`config.mk`:
```
export PLATFORM = sky130hd
export DESIGN_NAME = acc_dcache_port_arbiter
export DESIGN_NICKNAME = d
export VERILOG_FILES = /design/src/rtl/acc_dcache_port_arbiter.sv
export SDC_FILE = /design/constraint.sdc
export NUM_CORES = 1
export LEC_CHECK = 0
export BUFFER_PORTS_ARGS = -buffer_cell sky130_fd_sc_hd__buf_2
export CELL_PAD_IN_SITES_DETAIL_PLACEMENT = 1
export CELL_PAD_IN_SITES_GLOBAL_PLACEMENT = 1
export CORE_AREA = 2 2 217 219
export DETAILED_ROUTE_END_ITERATION = 8
export DIE_AREA = 0 0 219 221
export PLACE_DENSITY_LB_ADDON = 0.1
export SLEW_MARGIN = 20
export SYNTH_ARGS = -nofsm -noshare
export SYNTH_HDL_FRONTEND = slang
export SYNTH_SLANG_ARGS = --single-unit
```
`constraint.sdc`:
```
create_clock -name clk_i -period 3 [get_ports clk_i]
set_clock_uncertainty 0.15 [all_clocks]
set_input_delay 0.3 -clock clk_i [delete_from_list [all_inputs] [get_ports clk_i]]
set_output_delay 0.3 -clock clk_i [all_outputs]
set_load 0.02 [all_outputs]
```
`src/rtl/acc_dcache_port_arbiter.sv`:
```
// ----------------------------------------------------------------------------
// acc_dcache_port_arbiter
//
// Shares one write-through D-cache request port between the CVA6 load/store
// unit (requester 0) and the vector accelerator memory interface
// (requester 1). Requests are arbitrated round-robin, each accepted request
// is tagged with a transaction ID (TID) from a small pool, and out-of-order
// responses are steered back to the requester that owns the TID. New grants
// are inhibited while flush_i is high so the cache can drain.
//
// Ports:
//   clk_i, rst_ni          clock, asynchronous active-low reset
//   req_valid_i[1:0]       per-requester request valid (bit0 CVA6, bit1 acc)
//   req_ready_o[1:0]       per-requester request accepted (transfer cycle)
//   req_addr_i/we/wdata/be per-requester request fields, packed {req1, req0}
//   cache_req_*_o          request forwarded to the D-cache, with its TID
//   cache_req_ready_i      D-cache accepts the forwarded request
//   cache_rsp_valid_i      D-cache response (no backpressure)
//   cache_rsp_tid_i        TID the response belongs to
//   cache_rsp_rdata_i      response data (ignored by requesters for writes)
//   rsp_valid_o[1:0]       per-requester response valid
//   rsp_rdata_o            response data shared by both requesters
//   flush_i                inhibit new grants
//   idle_o                 no TID in flight and nothing offered to the cache
//   err_o                  sticky: response seen for an unallocated TID
// ----------------------------------------------------------------------------
module acc_dcache_port_arbiter #(
   parameter int unsigned AddrWidth   = 64,
   parameter int unsigned DataWidth   = 64,
   parameter int unsigned MemTidWidth = 2
) (
   input  logic                         clk_i,
   input  logic                         rst_ni,
   input  logic [1:0]                   req_valid_i,
   output logic [1:0]                   req_ready_o,
   input  logic [2*AddrWidth-1:0]       req_addr_i,
   input  logic [1:0]                   req_we_i,
   input  logic [2*DataWidth-1:0]       req_wdata_i,
   input  logic [2*(DataWidth/8)-1:0]   req_be_i,
   output logic                         cache_req_valid_o,
   input  logic                         cache_req_ready_i,
   output logic [AddrWidth-1:0]         cache_req_addr_o,
   output logic                         cache_req_we_o,
   output logic [DataWidth-1:0]         cache_req_wdata_o,
   output logic [DataWidth/8-1:0]       cache_req_be_o,
   output logic [MemTidWidth-1:0]       cache_req_tid_o,
   input  logic                         cache_rsp_valid_i,
   input  logic [MemTidWidth-1:0]       cache_rsp_tid_i,
   input  logic [DataWidth-1:0]         cache_rsp_rdata_i,
   output logic [1:0]                   rsp_valid_o,
   output logic [DataWidth-1:0]         rsp_rdata_o,
   input  logic                         flush_i,
   output logic                         idle_o,
   output logic                         err_o
);

   localparam int NrTids  = 2 ** MemTidWidth;
   localparam int BeWidth = DataWidth / 8;

   // Lowest-index free TID, returned as {found, index}. Searches the
   // registered busy vector only, so a TID released this cycle is never
   // reallocated in the same cycle.
   function automatic logic [MemTidWidth:0] find_free(input logic [NrTids-1:0] busy);
      logic                   found;
      logic [MemTidWidth-1:0] idx;
      found = 1'b0;
      idx   = '0;
      for (int i = 0; i < NrTids; i++) begin
         if (!found && !busy[i]) begin
            found = 1'b1;
            idx   = MemTidWidth'(i);
         end else begin
            found = found;
         end
      end
      return {found, idx};
   endfunction

   // ------------------------------------------------------------------------
   // State
   // ------------------------------------------------------------------------
   logic [NrTids-1:0]      tid_busy_q, tid_busy_d;
   logic [NrTids-1:0]      owner_q,    owner_d;     // requester index per TID
   logic                   rr_ptr_q,   rr_ptr_d;
   logic                   lock_q,     lock_d;
   logic                   lock_sel_q, lock_sel_d;
   logic [MemTidWidth-1:0] lock_tid_q, lock_tid_d;
   logic                   err_q,      err_d;

   // ------------------------------------------------------------------------
   // Combinational signals
   // ------------------------------------------------------------------------
   logic [MemTidWidth:0]   free_s;
   logic                   free_found_s;
   logic [MemTidWidth-1:0] free_tid_s;
   logic                   can_grant_s;
   logic                   sel_s;
   logic [MemTidWidth-1:0] tid_s;
   logic                   valid_s;
   logic                   transfer_s;
   logic                   rsp_hit_s;
   logic                   rsp_miss_s;

   assign free_s       = find_free(tid_busy_q);
   assign free_found_s = free_s[MemTidWidth];
   assign free_tid_s   = free_s[MemTidWidth-1:0];
   assign can_grant_s  = !flush_i && free_found_s;

   // Requester selection and TID choice. Once a request has been offered
   // without being accepted, the selection and TID are frozen (lock) so the
   // cache sees a stable request even if flush_i rises or the other
   // requester becomes valid.
   always_comb begin
      sel_s   = 1'b0;
      tid_s   = '0;
      valid_s = 1'b0;
      if (lock_q) begin
         sel_s   = lock_sel_q;
         tid_s   = lock_tid_q;
         valid_s = 1'b1;
      end else begin
         case (req_valid_i)
            2'b11:   sel_s = rr_ptr_q;
            2'b10:   sel_s = 1'b1;
            2'b01:   sel_s = 1'b0;
            default: sel_s = 1'b0;
         endcase
         tid_s   = free_tid_s;
         valid_s = can_grant_s && (req_valid_i != 2'b00);
      end
   end

   assign transfer_s = valid_s && cache_req_ready_i;

   // Forwarded request fields; held at zero whenever nothing is offered.
   always_comb begin
      cache_req_valid_o = valid_s;
      cache_req_tid_o   = '0;
      cache_req_addr_o  = '0;
      cache_req_we_o    = 1'b0;
      cache_req_wdata_o = '0;
      cache_req_be_o    = '0;
      if (valid_s) begin
         cache_req_tid_o = tid_s;
         if (sel_s) begin
            cache_req_addr_o  = req_addr_i[AddrWidth +: AddrWidth];
            cache_req_we_o    = req_we_i[1];
            cache_req_wdata_o = req_wdata_i[DataWidth +: DataWidth];
            cache_req_be_o    = req_be_i[BeWidth +: BeWidth];
         end else begin
            cache_req_addr_o  = req_addr_i[0 +: AddrWidth];
            cache_req_we_o    = req_we_i[0];
            cache_req_wdata_o = req_wdata_i[0 +: DataWidth];
            cache_req_be_o    = req_be_i[0 +: BeWidth];
         end
      end else begin
         cache_req_tid_o = '0;
      end
   end

   // Accept goes back only to the selected requester, on the transfer cycle.
   always_comb begin
      req_ready_o = 2'b00;
      if (transfer_s) begin
         req_ready_o[sel_s] = 1'b1;
      end else begin
         req_ready_o = 2'b00;
      end
   end

   assign rsp_hit_s  = cache_rsp_valid_i &&  tid_busy_q[cache_rsp_tid_i];
   assign rsp_miss_s = cache_rsp_valid_i && !tid_busy_q[cache_rsp_tid_i];

   // Response routing by TID owner; a response to a free TID is dropped.
   always_comb begin
      rsp_valid_o = 2'b00;
      rsp_rdata_o = '0;
      if (rsp_hit_s) begin
         rsp_valid_o[owner_q[cache_rsp_tid_i]] = 1'b1;
         rsp_rdata_o                           = cache_rsp_rdata_i;
      end else begin
         rsp_rdata_o = '0;
      end
   end

   assign idle_o = (tid_busy_q == '0) && !valid_s;
   assign err_o  = err_q;

   // Next-state: TID release, TID allocation, round-robin pointer and lock.
   // Release and allocation can hit in the same cycle; they always target
   // different TIDs because allocation only picks registered-free TIDs.
   always_comb begin
      tid_busy_d = tid_busy_q;
      owner_d    = owner_q;
      rr_ptr_d   = rr_ptr_q;
      lock_d     = lock_q;
      lock_sel_d = lock_sel_q;
      lock_tid_d = lock_tid_q;
      err_d      = err_q;

      if (rsp_hit_s) begin
         tid_busy_d[cache_rsp_tid_i] = 1'b0;
      end else begin
         tid_busy_d = tid_busy_d;
      end

      if (transfer_s) begin
         tid_busy_d[tid_s] = 1'b1;
         owner_d[tid_s]    = sel_s;
         rr_ptr_d          = ~sel_s;
         lock_d            = 1'b0;
      end else if (valid_s) begin
         lock_d     = 1'b1;
         lock_sel_d = sel_s;
         lock_tid_d = tid_s;
      end else begin
         lock_d = lock_q;
      end

      if (rsp_miss_s) begin
         err_d = 1'b1;
      end else begin
         err_d = err_q;
      end
   end

   // State registers.
   always_ff @(posedge clk_i or negedge rst_ni) begin
      if (!rst_ni) begin
         tid_busy_q <= '0;
         owner_q    <= '0;
         rr_ptr_q   <= 1'b0;
         lock_q     <= 1'b0;
         lock_sel_q <= 1'b0;
         lock_tid_q <= '0;
         err_q      <= 1'b0;
      end else begin
         tid_busy_q <= tid_busy_d;
         owner_q    <= owner_d;
         rr_ptr_q   <= rr_ptr_d;
         lock_q     <= lock_d;
         lock_sel_q <= lock_sel_d;
         lock_tid_q <= lock_tid_d;
         err_q      <= err_d;
      end
   end

endmodule

```
* Word level (Yosys, flattened, before mapping)
Index checks and enable logic that the tools add are counted.
Storage, ports and cells: flip-flop bits (word level) 14, word-level logic and storage cells 87
Operators by class: bitwise operators 5, order comparisons 8, reduce and logical (&&, ||, !) cells 25, multiplexer cells 40, eq/ne operators 2
Operators by type and width (number):
- 64-bit 2-to-1 mux | 5
- 1-bit 2-to-1 mux | 17
- 8-bit 2-to-1 mux | 2
- 1-bit logical AND | 13
- 2-bit 2-to-1 mux | 6
- 1-bit zero test | 8
- 4-bit 2-to-1 mux | 2
- 2-bit by 3-bit less-than comparator with 1-bit output (second input constant) | 2
- 4-bit bitwise AND | 1
- 1-bit binary-select mux with 2-bit select | 2
- 4-bit bitwise mux | 1
- 1-bit demux with 2-bit select | 2
- 2-bit == test (second input constant) | 2
- 2-bit by 1-bit >= comparator with 1-bit output (second input constant) | 2
- 4-bit zero test | 1
- 1-bit by 2-bit less-than comparator with 1-bit output (second input constant) | 2
- 4-bit inverter | 1
- 4-bit bitwise OR | 1
- 2-bit nonzero test | 2
- 1-bit demux with 1-bit select | 2
- 1-bit >= comparator (second input constant) | 2
- 1-bit inverter | 2
- 1-bit case mux with 2 select lines | 1
- 2-bit AND reduction | 1

* Logic depth before layout (Yosys ltp)
word-level depth 16, depth in mapped cells 7

* Worst setup path after synthesis
Ideal clock, no wire load.
kind reg2out, start register tid_busy_q[2], end output cache_req_addr_o[11], buffers on the path 3, arrival time 1.639 ns, stages on the path, launching flop included 7, slack 0.911 ns, required time 2.550 ns, cell sequence dfrtp_1 -> and4_1 -> o31a_1 -> buf_2 -> buf_6 -> buf_6 -> a21oi_1
Between the ends: word-level cells in the longest chain between the ends 10
Ends and longest elaborated chain:
- start: declaration | line 82 | logic [NrTids-1:0] tid_busy_q, tid_busy_d;
- start signal: assignment | line 238 | tid_busy_q <= tid_busy_d;
- 1-bit zero test (*) | line 69 | if (!found && !busy[i]) begin
- 1-bit logical AND (*) | line 69
- 1-bit 2-to-1 mux (*) | line 69
- 1-bit zero test | line 69
- 1-bit logical AND | line 69
- 1-bit 2-to-1 mux (*) | line 69
- 1-bit logical AND (*) | line 107 | assign can_grant_s = !flush_i && free_found_s;
- 1-bit logical AND (*) | line 129 | valid_s = can_grant_s && (req_valid_i != 2'b00);
- 1-bit 2-to-1 mux (*) | line 117 | if (lock_q) begin
- 64-bit 2-to-1 mux (*) | line 143 | if (valid_s) begin
- end: declaration | line 42 | output logic [AddrWidth-1:0] cache_req_addr_o,
Mark *: on every way between the ends. The rest lies on a longest branch, timed or not.

* Final worst setup path
start register tid_busy_q[1], end output rsp_rdata_o[37]
Between the ends: word-level cells in the longest chain between the ends 4
Ends and longest elaborated chain:
- 1-bit binary-select mux with 2-bit select | line 171 | assign rsp_hit_s = cache_rsp_valid_i && tid_busy_q[cache_rsp_tid_i];
- 1-bit 2-to-1 mux (implied by the code) | line 171
- 1-bit logical AND | line 171
- 64-bit 2-to-1 mux | line 178 | if (rsp_hit_s) begin
- end: declaration | line 51 | output logic [DataWidth-1:0] rsp_rdata_o,
Every way passes these cells. The select of a mux whose other input is x is not followed.

==> results.rst <==
.. list-table::
   :header-rows: 1

   * - Metric
     - Value
   * - Remaining DRCs
     - 0
   * - Number of warnings printed during yosys synthesis
     - 0
   * - Initial antenna violation count
     - 0
   * - Starting utilization of the core area
     - 0.0777
   * - Status
     - complete, no violations
   * - Htree depth
     - 1
   * - Crit-path max FO
     - 67
   * - Global Route Usage Sum
     - 0.109
   * - Clk slew on worst S/H paths
     - 0.05 ns
   * - Dominant cells by area after synthesis
     - sky130_fd_sc_hd__nand2_1 30%, sky130_fd_sc_hd__a21oi_2 20%, sky130_fd_sc_hd__and3_1 11%
   * - Clk Latency, worst-skew pair
     - 0.25 ns
   * - Transition at the pin with the smallest max-transition slack
     - 1.01 ns
   * - Horizontal die dimension
     - 219 um
   * - Net count after synthesis
     - 963
   * - Number of inserted diodes
     - 0
   * - Type of destination of the critical path
     - output pin
   * - Global placement routability congestion
     - 0.737
   * - CP Class
     - flop to output pin
   * - Chip Height
     - 221 um
   * - First-pass GRT wire length
     - 40900 um
   * - Number of cells on the worst reg-to-reg path
     - 5
   * - Final period utilization
     - 0.881
   * - Xor/xnor share of the synthesized area
     - 0
   * - Setup Viol. Count Final
     - 0
   * - Worst min-delay path startpoint
     - cache_req_ready_i
   * - Final std cell area, no fill
     - 7070 um^2
   * - Number of placed I/O pins
     - 557
   * - Wire length reported by the detailed router
     - 27700 um
   * - Compound-Gate Fraction of Synth Area
     - 0.321
   * - Share of final-layout standard cells stronger than drive strength 1
     - 0.591
   * - Share of Yosys cell area claimed by the top area cell type
     - 0.296
   * - Synth cell count leaders
     - 282 x sky130_fd_sc_hd__nand2_1, 80 x sky130_fd_sc_hd__a21oi_2, 65 x sky130_fd_sc_hd__and3_1, 58 x sky130_fd_sc_hd__a21oi_1, 24 x sky130_fd_sc_hd__buf_2
   * - Static leakage power
     - 4.11 nW
   * - Number of instances in the synthesized netlist
     - 616
   * - Leading register cell type out of synthesis
     - sky130_fd_sc_hd__dfrtp_1
   * - Class of the most critical hold timing path
     - input pin to flop
   * - Final Max Slew Viols
     - 0
   * - Number of violations reported at the end of detailed-routing iteration 0
     - 158
   * - Worst rel slew slack
     - 0.324
   * - Worst supply voltage drop on vdd
     - 139 uV
   * - Setup slack, reg-to-reg
     - 0.98 ns
   * - Dominant combinational cell family by area after synthesis
     - simple AND/OR/NAND/NOR gates
   * - Layout fillers
     - 5857
   * - Vias
     - 6161
   * - Unique masters post-synth
     - 37
   * - TritonCTS clock tree
     - yes
   * - Worst-case setup margin in the final layout
     - 0.356 ns
   * - Via count of the first global-routing pass
     - 6585
   * - Port Buf Inserts
     - 556
   * - Highest achievable clock rate
     - 378 MHz
   * - Dominant cell type by area after synthesis
     - sky130_fd_sc_hd__nand2_1
   * - Wire length per cell after detailed routing
     - 15.9 um
   * - Final worst path period need
     - 2.64 ns
   * - Adder-cell share of the synthesized area
     - 0
   * - Detailed Routing Iterations Pass 1
     - 4
   * - Startpoint of the worst register-to-register path
     - tid_busy_q[1]
   * - Number of sinks on the clock net
     - 14
   * - Share of synthesized area spent on multiplexers
     - 0.0252
   * - Number of max-cap violations
     - 0
   * - Setup TNS
     - 0 ns
   * - Placement-stage worst setup slack
     - 0.581 ns
   * - Hold Path Stages
     - 3
   * - EDFF count, synth
     - 0
   * - Reg2Reg Capture Point
     - lock_sel_q
   * - Count of non-filler cells in the finished layout
     - 1741
   * - Most common cell in the synthesized netlist
     - sky130_fd_sc_hd__nand2_1
   * - Req. time, crit path
     - 2.55 ns
   * - Cell Pwr Density
     - 426 nW/um^2
   * - Hold violation total from the final report
     - 0
   * - Sequential element share of the synthesized area
     - 0.0979
   * - Area of the core region
     - 46100 um^2
   * - Category of the worst setup path launch point
     - flop
   * - Number of buffers inserted during clock tree synthesis
     - 3
   * - Synth Area per Inst
     - 5.81 um^2
   * - Critical Path AT
     - 2.19 ns
   * - Synthesized area
     - 3580 um^2
   * - Row count
     - 79
   * - Area overhead of the layout relative to synthesis
     - 97.6%
   * - Estimated wirelength of the detail-placed design
     - 23400 um
   * - Floorplan die area
     - 48400 um^2
   * - Worst hold endpoint
     - lock_tid_q[0]
   * - Number of nets in the final layout
     - 1482
   * - Simple-gate share of the synthesized area
     - 0.451
   * - Total congestion overflow after global routing
     - 0
   * - Largest net degree at the start of global routing
     - 68
   * - Clock root buffer master
     - sky130_fd_sc_hd__clkbuf_16
   * - Count of antenna-violating nets left after detailed routing
     - 0
   * - Max Root-Sink Buffers
     - 2
   * - Synthesized flop and latch total
     - 14
   * - DP Cell Count
     - 1736
   * - Post-DP Area
     - 6970 um^2
   * - Proportion of register bits with asynchronous set or reset after synthesis
     - 1.00
   * - Unrepaired setup endpoints after global routing
     - no
   * - Detailed-route vias per instance
     - 3.54
   * - Setup Buffers After CTS
     - 0
-- layout make-up --
class                           count  area [um^2]  share of cell area
Tap cell                          607          759               0.107
Inverter                            5         18.8             0.00265
Timing Repair Buffer              575         3000               0.425
Multi-Input combinational cell    536         2850               0.403
Sequential cell                    14          350              0.0495
Clock buffer                        4         88.8              0.0126
-- sequential cells by signal (all words and copies together), names as in the netlist --
register    cells
tid_busy_q      4
rr_ptr_q        1
lock_tid_q      2
err_o           1
lock_q          1
owner_q         4
lock_sel_q      1
-- worst max-delay path: stages (launching register included) --
cell and delay (ns):
sky130_fd_sc_hd__dfrtp_1 0.46, sky130_fd_sc_hd__mux4_2 0.91, sky130_fd_sc_hd__and3_1 0.38, sky130_fd_sc_hd__buf_2 0.17
-- cell usage in the layout, fill, tap and decap left out, drive strengths merged, types with 2 or more instances in the layout --
master / instances
buf: 574
nand2: 282
a21oi: 138
and3: 65
dfrtp: 14
nor2: 8
o21ai: 7
inv: 5
clkbuf: 4
mux2: 4
nand2b: 3
and2: 3
a21o: 3
o31a: 3
mux4: 2
o211ai: 2
o31ai: 2
nor4: 2
-- worst max-delay path by stage --
stage	depth (start not counted)	from	slack, ns	endpoint
floorplan	6	tid_busy_q[2]	0.91	cache_req_addr_o[11]
global placement	5	tid_busy_q[1]	0.59	cache_req_tid_o[1]
detailed placement	5	tid_busy_q[1]	0.58	cache_req_tid_o[0]
CTS	5	tid_busy_q[1]	0.30	cache_req_tid_o[0]
global route	4	tid_busy_q[1]	0.16	rsp_valid_o[0]
finish	3	tid_busy_q[1]	0.36	rsp_rdata_o[37]
-- metrics by stage --
stage	util	hold WS [ns]	total power, mW
floorplan	-	-0.146	1.86
global placement	0.151	0.0925	2.82
detailed placement	0.151	0.0788	2.80
CTS	0.154	0.251	3.11
global route	0.154	0.301	3.30
finish	0.154	0.244	3.01
-- cells by family (layout without fill, tap and decap cells) --
kind of cell	count (synthesis)	after routing
muxes	6	6
and+or+nand+nor	372	372
AOI/OAI and AO/OA	158	158
DFF	14	14
buffers and inverters	66	584
-- where the power goes --
group | total [mW] | internal (mW) | switching (mW)
clock network | 0.288 | 0.203 | 0.0857
registers | 0.327 | 0.256 | 0.0717
logic | 2.40 | 0.849 | 1.55
-- metal layers --
| metal | track usage | share of wire | vias up |
|---|---|---|---|
| li1 | - | - | 3076 |
| met1 | 0.113 | 0.37 | 2818 |
| met2 | 0.223 | 0.55 | 259 |
| met3 | 0.0228 | 0.071 | 8 |
| met4 | 0.0131 | 0.0068 | 0 |
| met5 | 0 | 0 | - |
-- repair_timing --
item                      4_1_cts  5_1_grt
hold endpoints to repair       14        0
resized for setup               0        0
hold buffers                    1        0
Note: power is estimated with default switching activity, not from simulation.
